$ cat src/rtl/udp_rx_sample_unpack.sv
// udp_rx_sample_unpack
//
// Purpose: sits downstream of the UDP RX interface. It accepts datagrams addressed to
// LISTEN_PORT and packs their big-endian byte pairs into 16-bit samples on an AXI-Stream
// master. All other datagrams are drained and discarded. The block also keeps per-packet
// source metadata and saturating statistics.
//
// Ports:
//   clk, rst                     clock and synchronous active-high reset
//   udp_rx_hdr_*                 UDP header handshake (valid/ready, src_ip, src_port, dest_port)
//   udp_rx_t*                    8-bit payload AXI-Stream slave
//   m_sample_t*                  16-bit sample AXI-Stream master, first byte in [15:8]
//   m_pkt_src_ip/port            source of the datagram most recently accepted at the header
//   stat_*                       saturating 16-bit event counters
//
// Build option: define UDP_UNPACK_SRC_FILTER_EN to additionally require
// udp_rx_src_ip == ALLOWED_SRC_IP for acceptance. When it is undefined, ALLOWED_SRC_IP is unused.
module udp_rx_sample_unpack #(
    parameter logic [15:0] LISTEN_PORT    = 16'd5005,
    parameter int unsigned MAX_SAMPLES    = 256,
    parameter logic [31:0] ALLOWED_SRC_IP = 32'hC0A8_0164
) (
    input  logic        clk,
    input  logic        rst,
    input  logic        udp_rx_hdr_valid,
    output logic        udp_rx_hdr_ready,
    input  logic [31:0] udp_rx_src_ip,
    input  logic [15:0] udp_rx_src_port,
    input  logic [15:0] udp_rx_dest_port,
    input  logic [7:0]  udp_rx_tdata,
    input  logic        udp_rx_tvalid,
    output logic        udp_rx_tready,
    input  logic        udp_rx_tlast,
    output logic [15:0] m_sample_tdata,
    output logic        m_sample_tvalid,
    input  logic        m_sample_tready,
    output logic        m_sample_tlast,
    output logic [31:0] m_pkt_src_ip,
    output logic [15:0] m_pkt_src_port,
    output logic [15:0] stat_pkt_accepted,
    output logic [15:0] stat_pkt_dropped,
    output logic [15:0] stat_odd_len,
    output logic [15:0] stat_truncated
);

    localparam int unsigned     CntW    = $clog2(MAX_SAMPLES) + 1;
    localparam logic [CntW-1:0] LastCnt = CntW'(MAX_SAMPLES - 1);

    localparam logic [1:0] StIdle = 2'd0;
    localparam logic [1:0] StHi   = 2'd1;
    localparam logic [1:0] StLo   = 2'd2;
    localparam logic [1:0] StDrop = 2'd3;

    logic [1:0]      state_q, state_d;
    logic [7:0]      byte_hi_q, byte_hi_d;
    logic [CntW-1:0] count_q, count_d;
    logic [15:0]     out_data_q, out_data_d;
    logic            out_valid_q, out_valid_d;
    logic            out_last_q, out_last_d;
    logic [31:0]     src_ip_q, src_ip_d;
    logic [15:0]     src_port_q, src_port_d;
    logic [15:0]     acc_q, acc_d;
    logic [15:0]     drop_q, drop_d;
    logic [15:0]     odd_q, odd_d;
    logic [15:0]     trunc_q, trunc_d;

    logic rx_tready;
    logic hdr_ok;
    logic in_fire;

    function automatic logic [15:0] sat_inc(input logic [15:0] v);
        return (v == 16'hFFFF) ? v : v + 16'd1;
    endfunction

`ifdef UDP_UNPACK_SRC_FILTER_EN
    assign hdr_ok = (udp_rx_dest_port == LISTEN_PORT) && (udp_rx_src_ip == ALLOWED_SRC_IP);
`else
    assign hdr_ok = (udp_rx_dest_port == LISTEN_PORT);
    logic unused_allowed_ip;
    assign unused_allowed_ip = ^ALLOWED_SRC_IP;
`endif

    // Payload is only stalled while a sample sits unconsumed in the output register.
    always_comb begin
        case (state_q)
            StHi, StLo: rx_tready = ~out_valid_q | m_sample_tready;
            StDrop:     rx_tready = 1'b1;
            default:    rx_tready = 1'b0;
        endcase
    end

    assign in_fire = udp_rx_tvalid & rx_tready;

    always_comb begin
        state_d     = state_q;
        byte_hi_d   = byte_hi_q;
        count_d     = count_q;
        out_data_d  = out_data_q;
        out_valid_d = out_valid_q;
        out_last_d  = out_last_q;
        src_ip_d    = src_ip_q;
        src_port_d  = src_port_q;
        acc_d       = acc_q;
        drop_d      = drop_q;
        odd_d       = odd_q;
        trunc_d     = trunc_q;

        if (out_valid_q && m_sample_tready) begin
            out_valid_d = 1'b0;
        end

        case (state_q)
            StIdle: begin
                if (udp_rx_hdr_valid) begin
                    src_ip_d   = udp_rx_src_ip;
                    src_port_d = udp_rx_src_port;
                    if (hdr_ok) begin
                        state_d = StHi;
                        acc_d   = sat_inc(acc_q);
                        count_d = '0;
                    end else begin
                        state_d = StDrop;
                        drop_d  = sat_inc(drop_q);
                    end
                end
            end
            StHi: begin
                if (in_fire) begin
                    byte_hi_d = udp_rx_tdata;
                    if (udp_rx_tlast) begin
                        // Odd (or single-byte) payload: pad the lone byte into a final sample.
                        out_data_d  = {udp_rx_tdata, 8'h00};
                        out_valid_d = 1'b1;
                        out_last_d  = 1'b1;
                        odd_d       = sat_inc(odd_q);
                        state_d     = StIdle;
                    end else begin
                        state_d = StLo;
                    end
                end
            end
            StLo: begin
                if (in_fire) begin
                    out_data_d  = {byte_hi_q, udp_rx_tdata};
                    out_valid_d = 1'b1;
                    out_last_d  = udp_rx_tlast | (count_q == LastCnt);
                    count_d     = count_q + 1'b1;
                    if (udp_rx_tlast) begin
                        state_d = StIdle;
                    end else if (count_q == LastCnt) begin
                        trunc_d = sat_inc(trunc_q);
                        state_d = StDrop;
                    end else begin
                        state_d = StHi;
                    end
                end
            end
            StDrop: begin
                if (in_fire && udp_rx_tlast) begin
                    state_d = StIdle;
                end
            end
            default: state_d = StIdle;
        endcase
    end

    always_ff @(posedge clk) begin
        if (rst) begin
            state_q     <= StIdle;
            byte_hi_q   <= '0;
            count_q     <= '0;
            out_data_q  <= '0;
            out_valid_q <= 1'b0;
            out_last_q  <= 1'b0;
            src_ip_q    <= '0;
            src_port_q  <= '0;
            acc_q       <= '0;
            drop_q      <= '0;
            odd_q       <= '0;
            trunc_q     <= '0;
        end else begin
            state_q     <= state_d;
            byte_hi_q   <= byte_hi_d;
            count_q     <= count_d;
            out_data_q  <= out_data_d;
            out_valid_q <= out_valid_d;
            out_last_q  <= out_last_d;
            src_ip_q    <= src_ip_d;
            src_port_q  <= src_port_d;
            acc_q       <= acc_d;
            drop_q      <= drop_d;
            odd_q       <= odd_d;
            trunc_q     <= trunc_d;
        end
    end

    assign udp_rx_hdr_ready  = (state_q == StIdle);
    assign udp_rx_tready     = rx_tready;
    assign m_sample_tdata    = out_data_q;
    assign m_sample_tvalid   = out_valid_q;
    assign m_sample_tlast    = out_last_q;
    assign m_pkt_src_ip      = src_ip_q;
    assign m_pkt_src_port    = src_port_q;
    assign stat_pkt_accepted = acc_q;
    assign stat_pkt_dropped  = drop_q;
    assign stat_odd_len      = odd_q;
    assign stat_truncated    = trunc_q;

endmodule

$ cat config.mk
export PLATFORM = sky130hd
export DESIGN_NAME = udp_rx_sample_unpack
export DESIGN_NICKNAME = d
export VERILOG_FILES = /design/src/rtl/udp_rx_sample_unpack.sv
export SDC_FILE = /design/constraint.sdc
export NUM_CORES = 1
export LEC_CHECK = 0
export CORE_MARGIN = 2
export CORE_UTILIZATION = 35
export DETAILED_ROUTE_END_ITERATION = 8
export GPL_ROUTABILITY_DRIVEN = 0
export PLACE_DENSITY = 0.69
export SETUP_SLACK_MARGIN = 0.3
export SLEW_MARGIN = 15
export SYNTH_ARGS = -nofsm -noshare
export SYNTH_HDL_FRONTEND = slang
export SYNTH_SLANG_ARGS = --single-unit
$ cat constraint.sdc
create_clock -name clk -period 2.81 [get_ports clk]
set_input_delay 0.4215 -clock clk [delete_from_list [all_inputs] [get_ports clk]]
set_output_delay 0.4215 -clock clk [all_outputs]
set_load 0.01 [all_outputs]
; Yosys cells after proc, flatten, opt, wreduce, memory -nomap -nowiden
; Index checks and enable logic that the tools add are counted.
[op_classes]
n_addsub = 5
eq_ne = 15
mux = 27
n_bitwise = 10
n_reduce_logical = 15
[ops]
columns = op, count
row1 = "16-bit by 1-bit adder with 16-bit output, second input constant", 4
row2 = "16-bit equality test, second input constant", 4
row3 = 16-bit two-way mux, 3
row4 = 16-bit case mux with 2 select lines, 1
row5 = 9-bit two-way mux, 3
row6 = 4-bit AND reduction, 6
row7 = 9-bit case mux with 2 select lines, 1
row8 = "16-bit by 13-bit equality test with 1-bit output, second input constant", 1
row9 = 2-bit two-way mux, 8
row10 = "2-bit inequality test, second input constant", 5
row11 = "9-bit by 1-bit adder with 9-bit output, second input constant", 1
row12 = "9-bit by 8-bit equality test with 1-bit output, second input constant", 1
row13 = 2-bit case mux with 4 select lines, 1
row14 = 1-bit two-way mux, 7
row15 = 1-bit inverter, 7
row16 = 1-bit case mux with 2 select lines, 3
row17 = 5-bit AND reduction, 1
row18 = "2-bit equality test, second input constant", 2
row19 = 2-bit AND reduction, 2
row20 = 2-bit nonzero test, 2
row21 = "2-bit by 1-bit equality test with 1-bit output, second input constant", 1
row22 = 1-bit logical AND, 2
row23 = 2-bit logical NOT, 1
row24 = "2-bit by 1-bit inequality test with 1-bit output, second input constant", 1
row25 = 3 further kinds, 4
[word_totals]
regBits = 149
input_bits = 78
output_inout_bits = 132
elab_cells = 84

; Depth between registers and ports, before layout
; Gate-level depths: netlist of the first run.
[logic_depth]
depth_word = 7
depth_mapped = 11

; Least setup slack after synthesis of the first run
; Ideal clock, no wire load.
[synth_path]
kind = reg-to-reg
from = register state_q[0]
to = register trunc_q[14] (netlist: stat_truncated[14])
setup_ns = 0.070
arrival_ns = 2.651
required_time_ns = 2.740
setup_slack_ns = 0.089
stages_incl_launch_ff = 11
n_path_buf = 3
synth_period_minus_slack_ns = 2.721
cell_sequence = dfxtp_1 -> inv_1 -> ha_1 -> buf_6 -> nand2b_4 -> buf_6 -> or4_1 -> buf_2 -> or3_4 -> or4_1 -> a21oi_1
[synth_via]
elab_chain_len = 5
elab_cells_between_ends = 7
cone_classes = eq/ne: 3 / mux: 1 / bitwise: 1 / reduce/logical: 2
[synth_rtl]
columns = item, line_no
row1 = from (decl), 54  ; logic [1:0] state_q, state_d;
row2 = from (signal assigned), 169  ; state_q <= StIdle;
row3 = from (signal assigned), 182  ; state_q <= state_d;
row4 = 2-bit equality test or 2-bit by 1-bit equality test with 1-bit output (tied branches), "85, 112"
row5 = 2-bit OR reduction, 85  ; case (state_q)
row6 = 1-bit case mux with 2 select lines, 85
row7 = 1-bit bitwise AND, 92  ; assign in_fire = udp_rx_tvalid & rx_tready;
row8 = 5-bit AND reduction (no source line) *, --
row9 = to (signal assigned), 193  ; trunc_q <= trunc_d;
row10 = to (decl), 65  ; logic [15:0] trunc_q, trunc_d;
; Every way passes the cells marked *; elsewhere a longest branch is shown, timed or not.
; A chain may end at the register's enable or synchronous reset.

; Worst setup path in the final report of the first run
[layout_path]
from = register count_q[0]
to = register trunc_q[14] (netlist: stat_truncated[14])
[layout_via]
elab_chain_len = 2
[layout_rtl]
columns = item, line_no
row1 = from (decl), 56  ; logic [CntW-1:0] count_q, count_d;
row2 = from (signal assigned), 184  ; count_q <= count_d;
row3 = 9-bit by 8-bit equality test with 1-bit output, 150  ; end else if (count_q == LastCnt) begin
row4 = 5-bit AND reduction (no source line), --
; Every way passes these cells.

==> out/results.tsv, run 1 <==
metric	value	unit
status	complete, no violations	
detail_route.iter0.violations	279	
syn-cell-area	6650	sq um
period_share	85.7	%
core	18700	sq um
nets	1102	
setup-tns-final	0	ns
final_cells	1261	
setup_violations	0	
syn2layout_area_growth	45.6	%
drt_wl_total	19300	um
vias_per_cell	5.19	
leakage	3.25	nW
path_clk_slew	0.06	ns
num_rows	50	
postSynthCellCount	809	
ys_async_sr_fraction	0	%
synth_common_cells	dfxtp_1 (149), nand2_1 (145), a21oi_1 (85)	
r2r_setup_slack	0.40	ns
ir_worst_vdd	0.418	mV
power.density	636	nW/um^2
clockBufferDepth	2	
ys_seq_area_share	44.8	%
numPortBuffers	209	
synth_area_per_cell	8.22	sq um
drive_above_1_share	8.57	%
cp-end-kind	flop	
rsz0062_at_grt	yes	
path_max_fanout	6	
boundaryPins	210	
synthFlopType	dfxtp_1	
dp_hpwl	13600	um
synth_area_leaders	dfxtp_1 (45%), nand2_1 (8.2%), a21oi_1 (6.4%)	
finalCriticalPeriod	2.41	ns
tightest_slew	0.791	ns
dieArea	20100	sq um
post_cts_buffers	0	
cts_tree	built	
vias	6542	
dp.cells	1229	
hold_violations	0	
wl_per_cell	15.3	um
drt_first_pass_iters	4	
synth_seq_cells	149	
power.total	0.00616	W
synth_edf_count	0	
grt_pass1_vias	6020	
max_cap_violations	0	
postCtsHoldBufs	0	
fmax	415	MHz
die_h	142	um
synth_warnings	0	
clkSinkCount	149	
hold_path.class	in2reg	
antenna_found_initial	0	
grt_pass1_wl	30600	um
die_x	142	um
synth_top_area_share	44.8	%
relSlewSlack	46.8	%
critPathRequiredTime	3.16	ns
insertion_delay	0.42	ns
cts_made_buffers	17	
start_kind	flop	
cp.arrival	2.76	ns
grt_overflow	0	
grt_max_degree	58	
grt_usage	18.8	%
ys_types	55	
cts_root_buffer	clkbuf_16	
ant_nets	0	
cts_resized	0	
drv_slew	0	
fin_skew	0.00776	ns
n_antenna_cell	0	
synth_area_leader_cell	dfxtp_1	
drc	0	
timing_worst_setup_path_type	reg2reg	
synth_nets	897	
start_util	35.6	%
synth.most_common_cell	dfxtp_1	
htree_levels	4	
## worst paths after layout
check	start	end	cells after the start
worst min register to register	m_pkt_src_ip[15]	m_pkt_src_ip[15]	2
worst max-delay path	count_q[0]	stat_truncated[14]	9
worst min-delay path	rst	stat_pkt_accepted[15]	2
worst max register to register	count_q[0]	stat_truncated[14]	9
## worst max-delay path, cell delays in order (launching register included)
cell      delay (ns)
dfxtp_1         0.38
ha_2            0.21
nand3_1         0.11
nor2_2          0.17
and3_1          0.19
ha_2            0.24
nand2b_4        0.09
or3_4           0.36
or4_1           0.47
a21oi_1         0.13
## stage by stage
step | utilization, % | area [sq um] | hold WS (ns) | setup WS (ns)
finish | 51.8 | 9690 | 0.438 | 0.403
global route | 51.8 | 9690 | 0.448 | 0.246
CTS | 51.6 | 9640 | 0.431 | 0.308
detailed placement | 48.3 | 9040 | 0.446 | 0.106
global placement | 48.3 | 9040 | 0.437 | 0.115
floorplan | - | 6680 | 0.460 | 0.236
## logic make-up (layout without fill, tap and decap cells)
group / count (synthesis) / in the layout / synth area share, %
xor gates and xnor gates: 29 / 29 / 3.82
DFF: 149 / 149 / 44.8
adders and majority gates: 10 / 10 / 1.88
buffers and inverters: 57 / 275 / 3.46
muxes: 24 / 24 / 3.69
AOI/OAI and AO/OA: 153 / 153 / 13.9
and+or+nand+nor: 387 / 387 / 28.5
## flip-flops by register name (all words and copies together), names as in the netlist
signal             flops
m_sample_tlast         1
stat_odd_len          16
m_pkt_src_port        16
m_sample_tvalid        1
stat_pkt_accepted     16
m_pkt_src_ip          32
stat_pkt_dropped      16
count_q                9
m_sample_tdata        16
byte_hi_q              8
stat_truncated        16
state_q                2
## metal layers
layer  GRT usage (%)  vias to the layer above  share of wire, %
met1            25.0                     3041                46
li1                -                     3284                 -
met2            30.1                      201                46
met4            4.68                        0              0.83
met3            5.33                       16               7.1
met5               0                        -                 0
## layout by cell type, fill, tap and decap left out, types with 3 or more instances in the layout
master | netlist | final
a211oi_1 | 11 | 11
a21oi_1 | 85 | 84
a311oi_1 | 5 | 5
and2_1 | 4 | 4
and3_1 | 6 | 6
and4_1 | 8 | 8
buf_4 | 0 | 24
clkbuf_16 | 0 | 17
clkdlybuf4s50_1 | 0 | 207
clkinv_4 | 0 | 3
dfxtp_1 | 149 | 147
ha_1 | 10 | 6
ha_2 | 0 | 3
inv_1 | 9 | 7
inv_6 | 0 | 3
mux2_2 | 4 | 4
mux2i_1 | 20 | 20
nand2_1 | 145 | 145
nand2b_1 | 5 | 4
nand3_1 | 31 | 31
nand4_1 | 25 | 25
nor2_1 | 78 | 77
nor2b_1 | 6 | 5
nor3_1 | 14 | 14
nor3b_1 | 3 | 3
nor4_1 | 19 | 17
nor4b_1 | 7 | 7
o2111ai_1 | 4 | 4
o211ai_1 | 3 | 3
o21a_1 | 3 | 3
o21ai_0 | 19 | 19
o31ai_1 | 6 | 6
or2_2 | 4 | 4
or3_1 | 12 | 12
or4_1 | 11 | 10
xnor2_1 | 18 | 18
xor2_1 | 11 | 11
## layout make-up
type | count | area (sq um)
clock buffers | 20 | 457
clock inverters | 12 | 144
fillers | 1755 | 9020
inverters | 11 | 41.3
multi-input cells | 603 | 3500
flip-flops and latches | 149 | 2990
well taps | 234 | 293
repair buffers | 232 | 2260
## report_power, final
| part | switching (W) | internal [W] |
|---|---|---|
| clock network | 0.000958 | 0.00137 |
| registers | 0.0000880 | 0.00227 |
| logic | 0.000807 | 0.000668 |
| total | 0.00185 | 0.00431 |
(Power assumes the default switching activity.)
==> run 2: changes to the inputs <==
CTS_BUF_LIST = sky130_fd_sc_hd__clkbuf_16   (was unset)
MAX_ROUTING_LAYER = met4   (was unset)
==> out/results.tsv, run 2 (synthesis gave the netlist of run 1 again) <==
metric	value	unit	change
drt_first_pass_iters	5		+1
die_h	142	um	unchanged
hp-start	rst		
cp-end-kind	flop		
start_kind	flop		
period_share	85.8	%	+0.14 points
boundaryPins	210		unchanged
relSlewSlack	44.3	%	-2.5 points
vias	6548		+0.092%
setup-tns-final	0	ns	unchanged
cts_made_buffers	17		unchanged
power.density	632	nW/um^2	-0.74%
cts_root_buffer	clkbuf_16		
num_rows	50		unchanged
cp.arrival	2.76	ns	about the same
htree_levels	4		unchanged
p_switching	0.00185	W	about the same
path_clk_slew	0.06	ns	about the same
final_common_cell	clkdlybuf4s50_1		
largest_reg_flops	32		unchanged
dieArea	20100	sq um	unchanged
insertion_delay	0.42	ns	about the same
grt_max_degree	58		unchanged
drv_slew	0		unchanged
post_cts_buffers	0		unchanged
grt_overflow	0		unchanged
path_max_fanout	6		unchanged
n_antenna_cell	0		unchanged
tightest_slew	0.828	ns	+0.0366 ns
core	18700	sq um	unchanged
ir_worst_vdd	0.415	mV	-0.67%
fmax	415	MHz	-0.17%
power_frac_clock	37.2	%	-0.6 points
postCtsHoldBufs	0		unchanged
setup_violations	0		unchanged
power.total	0.00611	W	-0.94%
grt_pass1_wl	30600	um	about the same
dp_hpwl	13600	um	unchanged
hold_violations	0		unchanged
ant_nets	0		unchanged
swShare	30.3	%	+0.29 points
antenna_found_initial	0		unchanged
drive_above_1_share	8.37	%	-0.19 points
r2r-start	count_q[0]		
fin_skew	0.00789	ns	+0.000122 ns
syn2layout_area_growth	45.3	%	
wl_per_cell	15.3	um	about the same
hold_path.class	in2reg		
clkSinkCount	149		unchanged
rsz0062_at_grt	yes		
drc	0		unchanged
rr_endpoint	stat_truncated[14]		
min_path_cells	2		unchanged
nets	1102		unchanged
start_util	35.6	%	unchanged
cts_tree	built		
timing_worst_setup_path_type	reg2reg		
critPathRequiredTime	3.16	ns	about the same
numPortBuffers	209		unchanged
vias_per_cell	5.19		about the same
leakage	3.25	nW	-0.22%
whs	0.442	ns	+0.00390 ns
max_cap_violations	0		unchanged
reg2reg_depth	9		unchanged
layout_common_cells	clkdlybuf4s50_1 (207), dfxtp_1 (147), nand2_1 (145), a21oi_1 (84), nor2_1 (77)		
clockBufferDepth	2		unchanged
hold_end	stat_pkt_accepted[15]		
grt_usage	19.3	%	+0.55 points
status	complete, no violations		
p_int	0.00425	W	-1.3%
drt_wl_total	19300	um	about the same
pwr-share-comb	24.2	%	+0.3 points
grt_pass1_vias	6022		+0.033%
r2r_setup_slack	0.40	ns	about the same
detail_route.iter0.violations	299		+7.2%
seqPwrFrac	38.6	%	+0.3 points
die_x	142	um	unchanged
finalCriticalPeriod	2.41	ns	+0.00399 ns
## run 2: final cells by class
type	count	area (sq um)
fill	1757	9040
multi-input combinational	603	3500
sequential	149	2990
timing repair buffer	232	2260
clock buffer	17	425
tap	234	293
clock inverter	15	155
inverter	11	41.3
## run 2: worst max-delay path: stages, from the launching register on
cell,delay (ns)
dfxtp_1,0.38
ha_2,0.21
nand3_1,0.11
nor2_2,0.17
and3_1,0.19
ha_2,0.24
nand2b_4,0.09
or3_4,0.36
or4_1,0.47
a21oi_1,0.13
## run 2: worst max path at each step
| stage | from | to | slack (ns) | cells after the start |
|---|---|---|---|---|
| 6_report | count_q[0] | stat_truncated[14] | 0.40 | 9 |
| 4_1_cts | count_q[0] | stat_truncated[14] | 0.31 | 9 |
| 5_1_grt | count_q[1] | stat_truncated[14] | 0.25 | 9 |
| 3_3_place_gp | udp_rx_dest_port[10] | stat_pkt_accepted[11] | 0.11 | 6 |
| 3_5_place_dp | udp_rx_dest_port[4] | stat_pkt_accepted[11] | 0.11 | 6 |
| 2_1_floorplan | state_q[1] | stat_truncated[14] | 0.24 | 10 |
## run 2: metrics by stage
stage / setup slack, ns / std cells / util (%) / cell area [sq um]
after CTS: 0.308 / 1261 / 51.5 / 9620
after floorplan: 0.236 / 809 / - / 6680
after detailed placement: 0.106 / 1229 / 48.3 / 9040
after global placement: 0.115 / 1229 / 48.3 / 9040
final: 0.399 / 1261 / 51.7 / 9670
after global routing: 0.246 / 1261 / 51.7 / 9670
## run 2: timing repair
item / CTS / global route
hold endpoints to repair: 0 / 0
setup endpoints to repair: 0 / 17
resized for setup: 0 / 10
## run 2: routing by layer
metal	share of wire, %	GRT usage [%]
met1	47	25.2
met2	46	30.4
met3	6.4	4.79
met4	0.72	4.58
met5	0	-
## run 2: power groups by stage
stage	clock (W)	sequential, W	combinational (W)
after floorplan	0	0.00246	0.000770
after global placement	0	0.00240	0.00146
after detailed placement	0	0.00241	0.00147
after CTS	0.00233	0.00236	0.00148
after global routing	0.00243	0.00237	0.00164
final	0.00227	0.00236	0.00147
==> run 3: changes to the inputs <==
==> constraint.sdc (replaced) <==
create_clock -name clk -period 2.81 [get_ports clk]
set_input_delay 0.843 -clock clk [delete_from_list [all_inputs] [get_ports clk]]
set_output_delay 0.843 -clock clk [all_outputs]
set_load 0.01 [all_outputs]
==> out/results.tsv, run 3 (synthesis gave the netlist of run 1 again) <==
metric	value	unit	change
cp.arrival	2.77	ns	about the same
drt_wl_total	18600	um	-3.4%
clockBufferDepth	2		unchanged
antenna_found_initial	0		unchanged
ir_worst_vdd	0.422	mV	+1.6%
postCtsHoldBufs	0		unchanged
leakage	3.42	nW	+5.4%
ant_nets	0		unchanged
boundaryPins	210		unchanged
whs	0.453	ns	+0.0104 ns
cp_slowest_cell	clkdlybuf4s50_1		
cp-end-kind	flop		
crit_top_cell	buf_4		
dp.cells	1254		+2.0%
grt_usage	18.9	%	-0.47 points
start_util	35.6	%	unchanged
dp_hpwl	13100	um	-4.1%
drive_above_1_share	11.8	%	+3.4 points
rsz0062_at_grt	no		
timing_worst_setup_path_type	in2reg		
cts_made_buffers	17		unchanged
layout_common_cells	clkdlybuf4s50_1 (203), dfxtp_1 (146), nand2_1 (144), a21oi_1 (83), nor2_1 (77)		
grt_max_degree	97		+67%
die_h	142	um	unchanged
wl_per_cell	14.5	um	-5.3%
cts_tree	built		
grt_pass1_vias	5999		-0.38%
nets	1129		+2.5%
path_max_fanout	4		-2
final_common_cell	clkdlybuf4s50_1		
detail_route.iter0.violations	307		+2.7%
max_cap_violations	0		unchanged
htree_levels	4		unchanged
hold_violations	0		unchanged
fillers	1784		+1.5%
fin_skew	0.0112	ns	+0.00336 ns
drv_slew	0		unchanged
largest_reg_flops	32		unchanged
cts_root_buffer	clkbuf_16		
fin_util	53.5	%	+1.8 points
hold_path.class	reg2reg		
vias_per_cell	5.09		-1.9%
period_share	86.2	%	+0.43 points
vias	6552		+0.061%
grt_pass1_wl	30100	um	-1.6%
n_antenna_cell	0		unchanged
dieArea	20100	sq um	unchanged
core	18700	sq um	unchanged
drt_first_pass_iters	5		unchanged
syn2layout_area_growth	50.4	%	
grt_overflow	0		unchanged
die_x	142	um	unchanged
finalCriticalPeriod	2.42	ns	+0.0120 ns
critPathRequiredTime	3.16	ns	about the same
drc	0		unchanged
path_clk_slew	0.06	ns	about the same
insertion_delay	0.41	ns	about the same
final_cells	1286		+2.0%
numPortBuffers	209		unchanged
max_stage_delay	0.44	ns	-0.03 ns
power.density	622	nW/um^2	-1.6%
num_rows	50		unchanged
status	complete, no violations		
crit_chain	clkdlybuf4s50_1 > nor4bb_2 > buf_4 > and4_4 > nand3_2 > buf_4 > or4_1 > a21oi_1		
start_kind	input pin		
fmax	413	MHz	-0.49%
relSlewSlack	41.2	%	-3.1 points
setup_violations	0		unchanged
clkSinkCount	149		unchanged
tightest_slew	0.874	ns	+0.0465 ns
run 3: cell types whose count changed in the layout (fill, tap and decap cells not counted), sizes merged:
cell	change
dlygate4sd2	+3
inv	-2
buf	+28
clkinvlp	-1
clkdlybuf4s50	-4
bufinv	+1
run 3: area by class of cell:
| cell class | instances | area (sq um) | share of cell area (%) |
|---|---|---|---|
| multi-input cells | 603 | 3560 | 35.6 |
| flip-flops and latches | 149 | 2990 | 29.8 |
| repair buffers | 259 | 2530 | 25.3 |
| clock buffers | 17 | 425 | 4.25 |
| well taps | 234 | 293 | 2.93 |
| clock inverters | 13 | 163 | 1.63 |
| inverters | 11 | 41.3 | 0.413 |
run 3: final timing paths:
kind / startpoint / end / slack [ns] / cells past startpoint
worst max-delay path: udp_rx_dest_port[8] / stat_pkt_accepted[14] / 0.39 / 8
worst min-delay path: m_pkt_src_ip[11] / m_pkt_src_ip[11] / 0.45 / 2
worst max register to register: state_q[0] / stat_truncated[14] / 0.41 / 7
worst min register to register: m_pkt_src_ip[11] / m_pkt_src_ip[11] / 0.45 / 2
run 3: critical path: cells and delay by family:
kind                   cells  cell delay [ns]
and+or+nand+nor            4             1.01
buffers and inverters      3             0.76
AOI/OAI and AO/OA          1             0.14
run 3: metrics by stage:
step	power, W	instance area (sq um)	setup WS, ns	TNS [ns]
6_report	0.00622	10000	0.387	0
4_1_cts	0.00625	9910	0.233	0
5_1_grt	0.00656	10000	0.292	0
2_1_floorplan	0.00321	6690	0.151	0
3_3_place_gp	0.00395	9310	-0.243	-2.28
3_5_place_dp	0.00396	9310	-0.247	-3.01
run 3: power breakdown:
part / leakage (nW) / switching (W) / total, W / internal, W
logic: 1.92 / 0.000824 / 0.00158 / 0.000756
registers: 1.21 / 0.0000883 / 0.00236 / 0.00227
clock network: 0.292 / 0.000894 / 0.00228 / 0.00139
run 3: repair_timing:
| item | CTS | global route |
|---|---|---|
| setup endpoints to repair | 8 | 25 |
| pin swaps | 0 | 2 |
| gates resized for setup | 10 | 23 |
| setup buffers | 0 | 2 |
run 3: layer usage:
metal  share of wire, %  vias up  track usage [%]
met5                  0        -                -
met3                6.9       17             5.20
met1                 47     2982             24.7
met4                1.3        0             5.58
li1                   -     3337                -
met2                 45      216             28.5
